File: config.mk
export PLATFORM = sky130hd
export DESIGN_NAME = mem_port_arbiter
export DESIGN_NICKNAME = d
export VERILOG_FILES = /design/src/rtl/mem_port_arbiter.sv
export SDC_FILE = /design/constraint.sdc
export NUM_CORES = 1
export LEC_CHECK = 0
export CORE_ASPECT_RATIO = 0.5
export CORE_MARGIN = 4
export CORE_UTILIZATION = 38
export DETAILED_ROUTE_END_ITERATION = 10
export PLACE_DENSITY = 0.82
export SLEW_MARGIN = 0
export SYNTH_ARGS = -nofsm -noshare
export SYNTH_HDL_FRONTEND = slang
export SYNTH_SLANG_ARGS = --single-unit
File: constraint.sdc
create_clock -name clk -period 1.9 [get_ports clk]
set_clock_uncertainty 0.15 [all_clocks]
set_input_delay 0.19 -clock clk [delete_from_list [all_inputs] [get_ports clk]]
set_output_delay 0.19 -clock clk [all_outputs]
set_load 0.05 [all_outputs]
File: src/rtl/mem_port_arbiter.sv
// Shares one memory port between fetch and load/store; data wins unless fetch has waited StarveLimit grants.
// Latency: grant+1 to mem_req, ready one cycle after mem_ack or after Timeout cycles (err); requesters hold until ready.
module mem_port_arbiter #(
    parameter int AddrWidth   = 32,
    parameter int DataWidth   = 32,
    parameter int StarveLimit = 4,
    parameter int Timeout     = 16
) (
    input  logic                   clk,
    input  logic                   reset,
    input  logic                   if_req,
    input  logic [AddrWidth-1:0]   if_addr,
    output logic                   if_ready,
    output logic [DataWidth-1:0]   if_rdata,
    output logic                   if_err,
    input  logic                   d_req,
    input  logic                   d_we,
    input  logic [AddrWidth-1:0]   d_addr,
    input  logic [DataWidth-1:0]   d_wdata,
    input  logic [DataWidth/8-1:0] d_wstrb,
    output logic                   d_ready,
    output logic [DataWidth-1:0]   d_rdata,
    output logic                   d_err,
    output logic                   mem_req,
    output logic                   mem_we,
    output logic [AddrWidth-1:0]   mem_addr,
    output logic [DataWidth-1:0]   mem_wdata,
    output logic [DataWidth/8-1:0] mem_wstrb,
    input  logic                   mem_ack,
    input  logic [DataWidth-1:0]   mem_rdata,
    output logic                   busy
);

    localparam int StrbWidth = DataWidth / 8;
    localparam int StreakW   = $clog2(StarveLimit + 1);
    localparam int WdogW     = $clog2(Timeout + 1);
    localparam logic [StreakW-1:0] StreakMax = StreakW'(StarveLimit);
    localparam logic [WdogW-1:0]   WdogLast  = WdogW'(Timeout - 1);

    typedef enum logic [1:0] {IDLE, FETCH, DATA, RESP} state_t;

    state_t                 state_q, state_nxt;
    logic [StreakW-1:0]     streak_q, streak_nxt;
    logic [WdogW-1:0]       wdog_q, wdog_nxt;

    logic                   mem_req_nxt, mem_we_nxt;
    logic [AddrWidth-1:0]   mem_addr_nxt;
    logic [DataWidth-1:0]   mem_wdata_nxt;
    logic [StrbWidth-1:0]   mem_wstrb_nxt;
    logic                   if_ready_nxt, if_err_nxt, d_ready_nxt, d_err_nxt;
    logic [DataWidth-1:0]   if_rdata_nxt, d_rdata_nxt;
    logic                   busy_nxt;
    logic                   data_win;

    // Fetch overrides data only once it has been passed over StarveLimit times in a row.
    assign data_win = d_req && (!if_req || (streak_q < StreakMax));

    always_comb begin
        state_nxt     = state_q;
        streak_nxt    = streak_q;
        wdog_nxt      = wdog_q;
        mem_req_nxt   = mem_req;
        mem_we_nxt    = mem_we;
        mem_addr_nxt  = mem_addr;
        mem_wdata_nxt = mem_wdata;
        mem_wstrb_nxt = mem_wstrb;
        if_ready_nxt  = 1'b0;
        if_err_nxt    = 1'b0;
        d_ready_nxt   = 1'b0;
        d_err_nxt     = 1'b0;
        if_rdata_nxt  = if_rdata;
        d_rdata_nxt   = d_rdata;

        case (state_q)
            IDLE: begin
                if (data_win) begin
                    state_nxt     = DATA;
                    mem_req_nxt   = 1'b1;
                    mem_we_nxt    = d_we;
                    mem_addr_nxt  = d_addr;
                    mem_wdata_nxt = d_wdata;
                    mem_wstrb_nxt = d_wstrb;
                    wdog_nxt      = '0;
                    if (!if_req) begin
                        streak_nxt = '0;
                    end else if (streak_q != StreakMax) begin
                        streak_nxt = streak_q + 1'b1;
                    end
                end else if (if_req) begin
                    state_nxt     = FETCH;
                    mem_req_nxt   = 1'b1;
                    mem_we_nxt    = 1'b0;
                    mem_addr_nxt  = if_addr;
                    mem_wstrb_nxt = '0;
                    wdog_nxt      = '0;
                    streak_nxt    = '0;
                end
            end

            FETCH, DATA: begin
                // An ack on the final watchdog cycle still completes normally.
                if (mem_ack) begin
                    state_nxt   = RESP;
                    mem_req_nxt = 1'b0;
                    if (state_q == FETCH) begin
                        if_ready_nxt = 1'b1;
                        if_rdata_nxt = mem_rdata;
                    end else begin
                        d_ready_nxt = 1'b1;
                        if (!mem_we) begin
                            d_rdata_nxt = mem_rdata;
                        end
                    end
                end else if (wdog_q == WdogLast) begin
                    state_nxt   = RESP;
                    mem_req_nxt = 1'b0;
                    if (state_q == FETCH) begin
                        if_ready_nxt = 1'b1;
                        if_err_nxt   = 1'b1;
                        if_rdata_nxt = '0;
                    end else begin
                        d_ready_nxt = 1'b1;
                        d_err_nxt   = 1'b1;
                        if (!mem_we) begin
                            d_rdata_nxt = '0;
                        end
                    end
                end else begin
                    wdog_nxt = wdog_q + 1'b1;
                end
            end

            RESP: begin
                state_nxt = IDLE;
            end

            default: begin
                state_nxt = IDLE;
            end
        endcase

        busy_nxt = (state_nxt != IDLE);
    end

    always_ff @(posedge clk or negedge reset) begin
        if (!reset) begin
            state_q   <= IDLE;
            streak_q  <= '0;
            wdog_q    <= '0;
            mem_req   <= 1'b0;
            mem_we    <= 1'b0;
            mem_addr  <= '0;
            mem_wdata <= '0;
            mem_wstrb <= '0;
            if_ready  <= 1'b0;
            if_err    <= 1'b0;
            if_rdata  <= '0;
            d_ready   <= 1'b0;
            d_err     <= 1'b0;
            d_rdata   <= '0;
            busy      <= 1'b0;
        end else begin
            state_q   <= state_nxt;
            streak_q  <= streak_nxt;
            wdog_q    <= wdog_nxt;
            mem_req   <= mem_req_nxt;
            mem_we    <= mem_we_nxt;
            mem_addr  <= mem_addr_nxt;
            mem_wdata <= mem_wdata_nxt;
            mem_wstrb <= mem_wstrb_nxt;
            if_ready  <= if_ready_nxt;
            if_err    <= if_err_nxt;
            if_rdata  <= if_rdata_nxt;
            d_ready   <= d_ready_nxt;
            d_err     <= d_err_nxt;
            d_rdata   <= d_rdata_nxt;
            busy      <= busy_nxt;
        end
    end

endmodule

Yosys cells after proc, flatten, opt, wreduce, memory -nomap -nowiden
Cells that the tools add are included.

Add/sub/neg operators: 2. Order comparisons: 1. Eq/ne operators: 12. Muxes and demuxes: 47. Bitwise logic cells: 1. Reductions and logical operators: 16.

Operators with widths (count): 2-to-1 mux 32 bit (12); 2-to-1 mux 5 bit (4); 2-to-1 mux 1 bit (18); 2-to-1 mux 3 bit (4); one-hot mux 5 bit (2 select lines) (1); != test 3 bit, second input constant (3); AND reduction 3 bit (3); 2-to-1 mux 2 bit (4); 2-to-1 mux 4 bit (2); != test 2 bit, second input constant (4); nonzero test 2 bit (4); one-hot mux 2 bit (3 select lines) (1); adder 5 x 1 -> 5 bit, second input constant (1); == test 5 x 4 -> 1 bit, second input constant (1); AND reduction 5 bit (1); == test 2 bit, second input constant (2); AND reduction 2 bit (2); AND reduction 4 bit (1); adder 3 x 1 -> 3 bit, second input constant (1); < comparator 3 bit, second input constant (1); != test 3 x 2 -> 1 bit, second input constant (1); == test 2 x 1 -> 1 bit, second input constant (1); zero test 2 bit (1); one-hot mux 1 bit (2 select lines) (1); other kinds (5) (5).

Bits in registers: 149. Input bits: 138. Output and inout bits: 139. Word-level logic and storage cells: 94.

Depth between registers and ports, before layout
Word-level depth: 6. Mapped depth: 9. Gate-level depth less buffers: 7.

Worst setup path before layout
OpenSTA, ideal clock, no wires.

Path kind: flip-flop to flip-flop. From: register wdog_q[0]. To: register wdog_q[3]. Library setup time: 0.069 ns. Data arrival time: 1.851 ns. Required time: 1.681 ns. Setup slack: -0.169 ns. Stages on the path, launching flop included: 8. Path buffers: 0. Clock period less this slack: 2.069 ns. Path through: dfrtp_1 -> ha_1 -> and3_1 -> ha_1 -> nor2_8 -> nand4_1 -> or4b_1 -> nand3_1.

Word-level cells in the longest chain between the ends: 4. Elaborated cells between the ends (all ways): 7. Classes of those cells: add/sub: 1; eq/ne: 2; mux: 3; reduce/logical: 1.

Ends and longest elaborated chain: start, declared (line 44) `logic [WdogW-1:0] wdog_q, wdog_nxt;`; start signal, assigned (line 165) `wdog_q <= wdog_nxt;`; adder 5 x 1 -> 5 bit (line 129) `wdog_nxt = wdog_q + 1'b1;`; 2-to-1 mux 5 bit (line 114) `end else if (wdog_q == WdogLast) begin`; 2-to-1 mux 5 bit (line 102) `if (mem_ack) begin`; one-hot mux 5 bit (2 select lines) (line 74) `case (state_q)`.

Several ways; a longest one is shown, not always the timed one. The select of a mux whose other input is x is not followed. A chain may end at the register's enable or synchronous reset.

Worst setup path in the final report
From: register wdog_q[0]. To: register d_rdata[6].

Word-level cells in the longest chain between the ends: 3. Elaborated cells between the ends (all ways): 4. Classes of those cells: eq/ne: 2; reduce/logical: 2.

Ends and longest elaborated chain: == test 5 x 4 -> 1 bit * (line 114); != test 2 bit (no line) / nonzero test 2 bit (equally long branches); AND reduction 5 bit (no line) *; end signal, assigned (line 176) `d_rdata <= d_rdata_nxt;`; end, declared (line 22) `output logic [DataWidth-1:0] d_rdata,`.

Mark *: on every way between the ends. The rest lies on a longest branch, timed or not.

==> results.json <==
{
  "r2r_start": "wdog_q[0]",
  "leakage_nw": 4.82,
  "path_clk_slew_ns": 0.07,
  "nets": 956,
  "synth.top_cell.area_share_pct": 60.9,
  "dpl_worst_slack_ns": -0.165,
  "arrival_ns": 2.14,
  "worst_slack_ns": -0.0929,
  "ys_seq_area_share_pct": 60.9,
  "viasPerCell": 4.88,
  "worst-path-max-fanout": 6,
  "antenna_found_initial": 0,
  "cp_num_buf_inv": 1,
  "final.setup.tns_ns": -3.37,
  "synth_warnings": 0,
  "critPathLaunchType": "register",
  "finalNonFillerCells": 1028,
  "violations": "negative setup slack",
  "die-area_um2": 18300,
  "ioPinCount": 277,
  "synth.avg_cell_area_um2": 11.8,
  "track_usage_pct": 18.6,
  "cts_made_buffers": 17,
  "synth_top_area_cell": "dfrtp_1",
  "synthTopCellsByArea": "dfrtp_1 61%, nand2_1 6.3%, mux2_2 6.1%, mux2i_1 5.6%, a22o_1 5.3%",
  "cp-startpoint": "wdog_q[0]",
  "coreArea_um2": 15600,
  "synth_enable_flop_cells": 0,
  "start_util_pct": 39.3,
  "nFillCells": 1233,
  "worst_hold_slack_ns": 0.0995,
  "post-dp-hpwl_um": 12800,
  "chipWidth_um": 188,
  "clock-sinks": 149,
  "synth-main-ff-cell": "dfrtp_1",
  "die_y_um": 97.8,
  "slowest_delay_ns": 0.43,
  "powerDensity_nw_per_um2": 2000,
  "antenna_cells": 0,
  "drv_cap": 0,
  "syn_to_final_growth_pct": 60.1,
  "post_drt_wl_per_cell_um": 17.2,
  "maxSlewHeadroom_pct": 64.8,
  "finalWirelength_um": 17700,
  "rsz0062_at_grt": "true",
  "synth-seq-cells": 149,
  "ys_types": 36,
  "worst_path_max_delay_cell": "or3_4",
  "clock_latency_ns": 0.41,
  "fin_crit_sh_pct": 105,
  "vias": 5012,
  "setup_viol": 68,
  "clk_path_buf_depth": 2,
  "clock_tree.htree_level_count": 4,
  "path_class": "register to register",
  "drive_above_1_share_pct": 19.9,
  "drv_slew": 0,
  "drt-initial-drc-count": 154,
  "netlist_instances": 517,
  "status": "finished with violations",
  "cts_root_buf": "clkbuf_16",
  "gp_congestion": 0.786,
  "hold_path.class": "input pin to async pin",
  "irDropWorstVdd_mv": 0.940,
  "grt_pass1_wl_um": 27500,
  "period_minus_slack_ns": 1.99,
  "route.detailed.drc": 0,
  "portBuffers": 276,
  "worstPathRequired_ns": 2.05,
  "max_freq_mhz": 502,
  "fp-row-count": 32,
  "p_total_mw": 19.6,
  "grt_pass1_vias": 5302,
  "grt_max_degree": 50,
  "worst_pin_slew_ns": 0.530,
  "crit_family": "simple AND/OR/NAND/NOR gates",
  "place_inst": 989,
  "path_cells": "ha_2 > and3_4 > ha_4 > nor2_8 > or3_4 > clkbuf_16 > nand2_2 > nand2_1",
  "ys_async_sr_fraction_pct": 100,
  "synth_area_um2": 6120,
  "syn-num-nets": 662,
  "ant_nets": 0,
  "hold_viol": 0,
  "dr.pass1.iters": 4,
  "endpoint_kind": "register",
  "grt-ovfl-total": 0,
  "cts_tree": "built"
}
## per-stage QoR
stage | utilization [%] | cell area [um2]
floorplan | - | 6140
global placement | 59.0 | 9200
detailed placement | 59.0 | 9200
CTS | 62.1 | 9670
global route | 62.9 | 9800
finish | 62.9 | 9800
## final timing paths
path | cells after the start | slack (ns) | to
min in group clk | 3 | 0.22 | d_rdata[7]
hold / removal | 2 | 0.1 | if_rdata[12]
hold reg to reg | 2 | 0.31 | d_rdata[0]
max in group asynchronous | 3 | 0.77 | d_rdata[0]
setup / recovery | 8 | -0.09 | d_rdata[6]
setup reg to reg | 8 | -0.09 | d_rdata[6]
## cells in the mapped netlist (2+ instances only)
library cell,number
dfrtp_1,149
or2_1,2
mux2i_1,34
inv_1,7
nand3_1,36
nor2b_1,2
buf_4,6
a32o_1,2
buf_6,7
mux2_2,33
nor2_1,8
a21oi_1,2
nand2b_1,4
or4b_1,2
nand2_1,103
a22o_1,37
and3_1,2
clkbuf_1,10
ha_1,7
o21ai_0,35
buf_2,12
buf_1,3
## registers in the layout, summed over array words and instances, names as in the netlist
name and count:
d_ready 1, mem_we 1, if_err 1, if_rdata 32, mem_wstrb 4, state_q 2, streak_q 3, mem_wdata 32
wdog_q 5, mem_addr 32, busy 1, d_err 1, d_rdata 32, mem_req 1, if_ready 1
## where the power goes
group | leakage [nW] | total [mW] | switching [mW] | internal, mW
Clock | 0.269 | 3.28 | 1.43 | 1.84
Sequential | 1.87 | 5.47 | 0.830 | 4.64
Combinational | 2.68 | 10.8 | 7.42 | 3.39
## cell usage in the layout (no fill, tap or decap), types with 2 or more instances in the layout
cell type / count
dfrtp_1: 149
clkdlybuf4s50_1: 136
dlygate4sd2_1: 110
nand2_1: 83
buf_4: 52
a22o_1: 37
nand3_1: 36
o21ai_0: 35
mux2i_1: 34
mux2_2: 33
nand2_2: 20
clkbuf_16: 18
buf_12: 9
inv_1: 7
nor2_1: 7
inv_6: 6
nand2b_1: 4
ha_1: 4
clkinvlp_4: 4
and3_4: 2
a21oi_1: 2
or2_1: 2
a32o_1: 2
or4b_1: 2
nor2b_1: 2
ha_4: 2
inv_8: 2
buf_6: 2
## routing by layer
metal / share of wire, % / global-route usage (%) / up-vias
met5: 0 / 0 / -
met4: 1.2 / 5.47 / 0
met3: 7.5 / 5.86 / 19
met2: 53 / 33.8 / 185
met1: 39 / 21.3 / 2440
li1: - / - / 2368
## cell type report
cell class / instances / area [um2] / share of cell area (%)
clock buffers: 18 / 429 / 4.38
clock inverters: 14 / 140 / 1.43
inverters: 7 / 26.3 / 0.268
multi-input cells: 324 / 2250 / 23.0
flip-flops and latches: 149 / 3730 / 38.0
well taps: 204 / 255 / 2.60
repair buffers: 312 / 2970 / 30.3
## cell families (layout without fill, tap and decap cells)
family          count (synthesis)  in the layout  share of synthesized area (%)
compound gates                 81             81                           9.34
simple gates                  168            169                           12.5
buf+inv                        45            351                           4.23
flops                         149            149                           60.9
mux                            67             67                           11.6
fa+ha+maj                       7              7                           1.43
## what timing repair did
action | 4_1_cts | 5_1_grt
buffers inserted | 1 | 2
endpoints found under the hold margin | 119 | 0
setup endpoints to repair | 180 | 103
hold buffers | 1 | 0
gates resized for setup | 115 | 25
pin swaps | 1 | 16
gates cloned | 0 | 3
(Power assumes the default switching activity.)
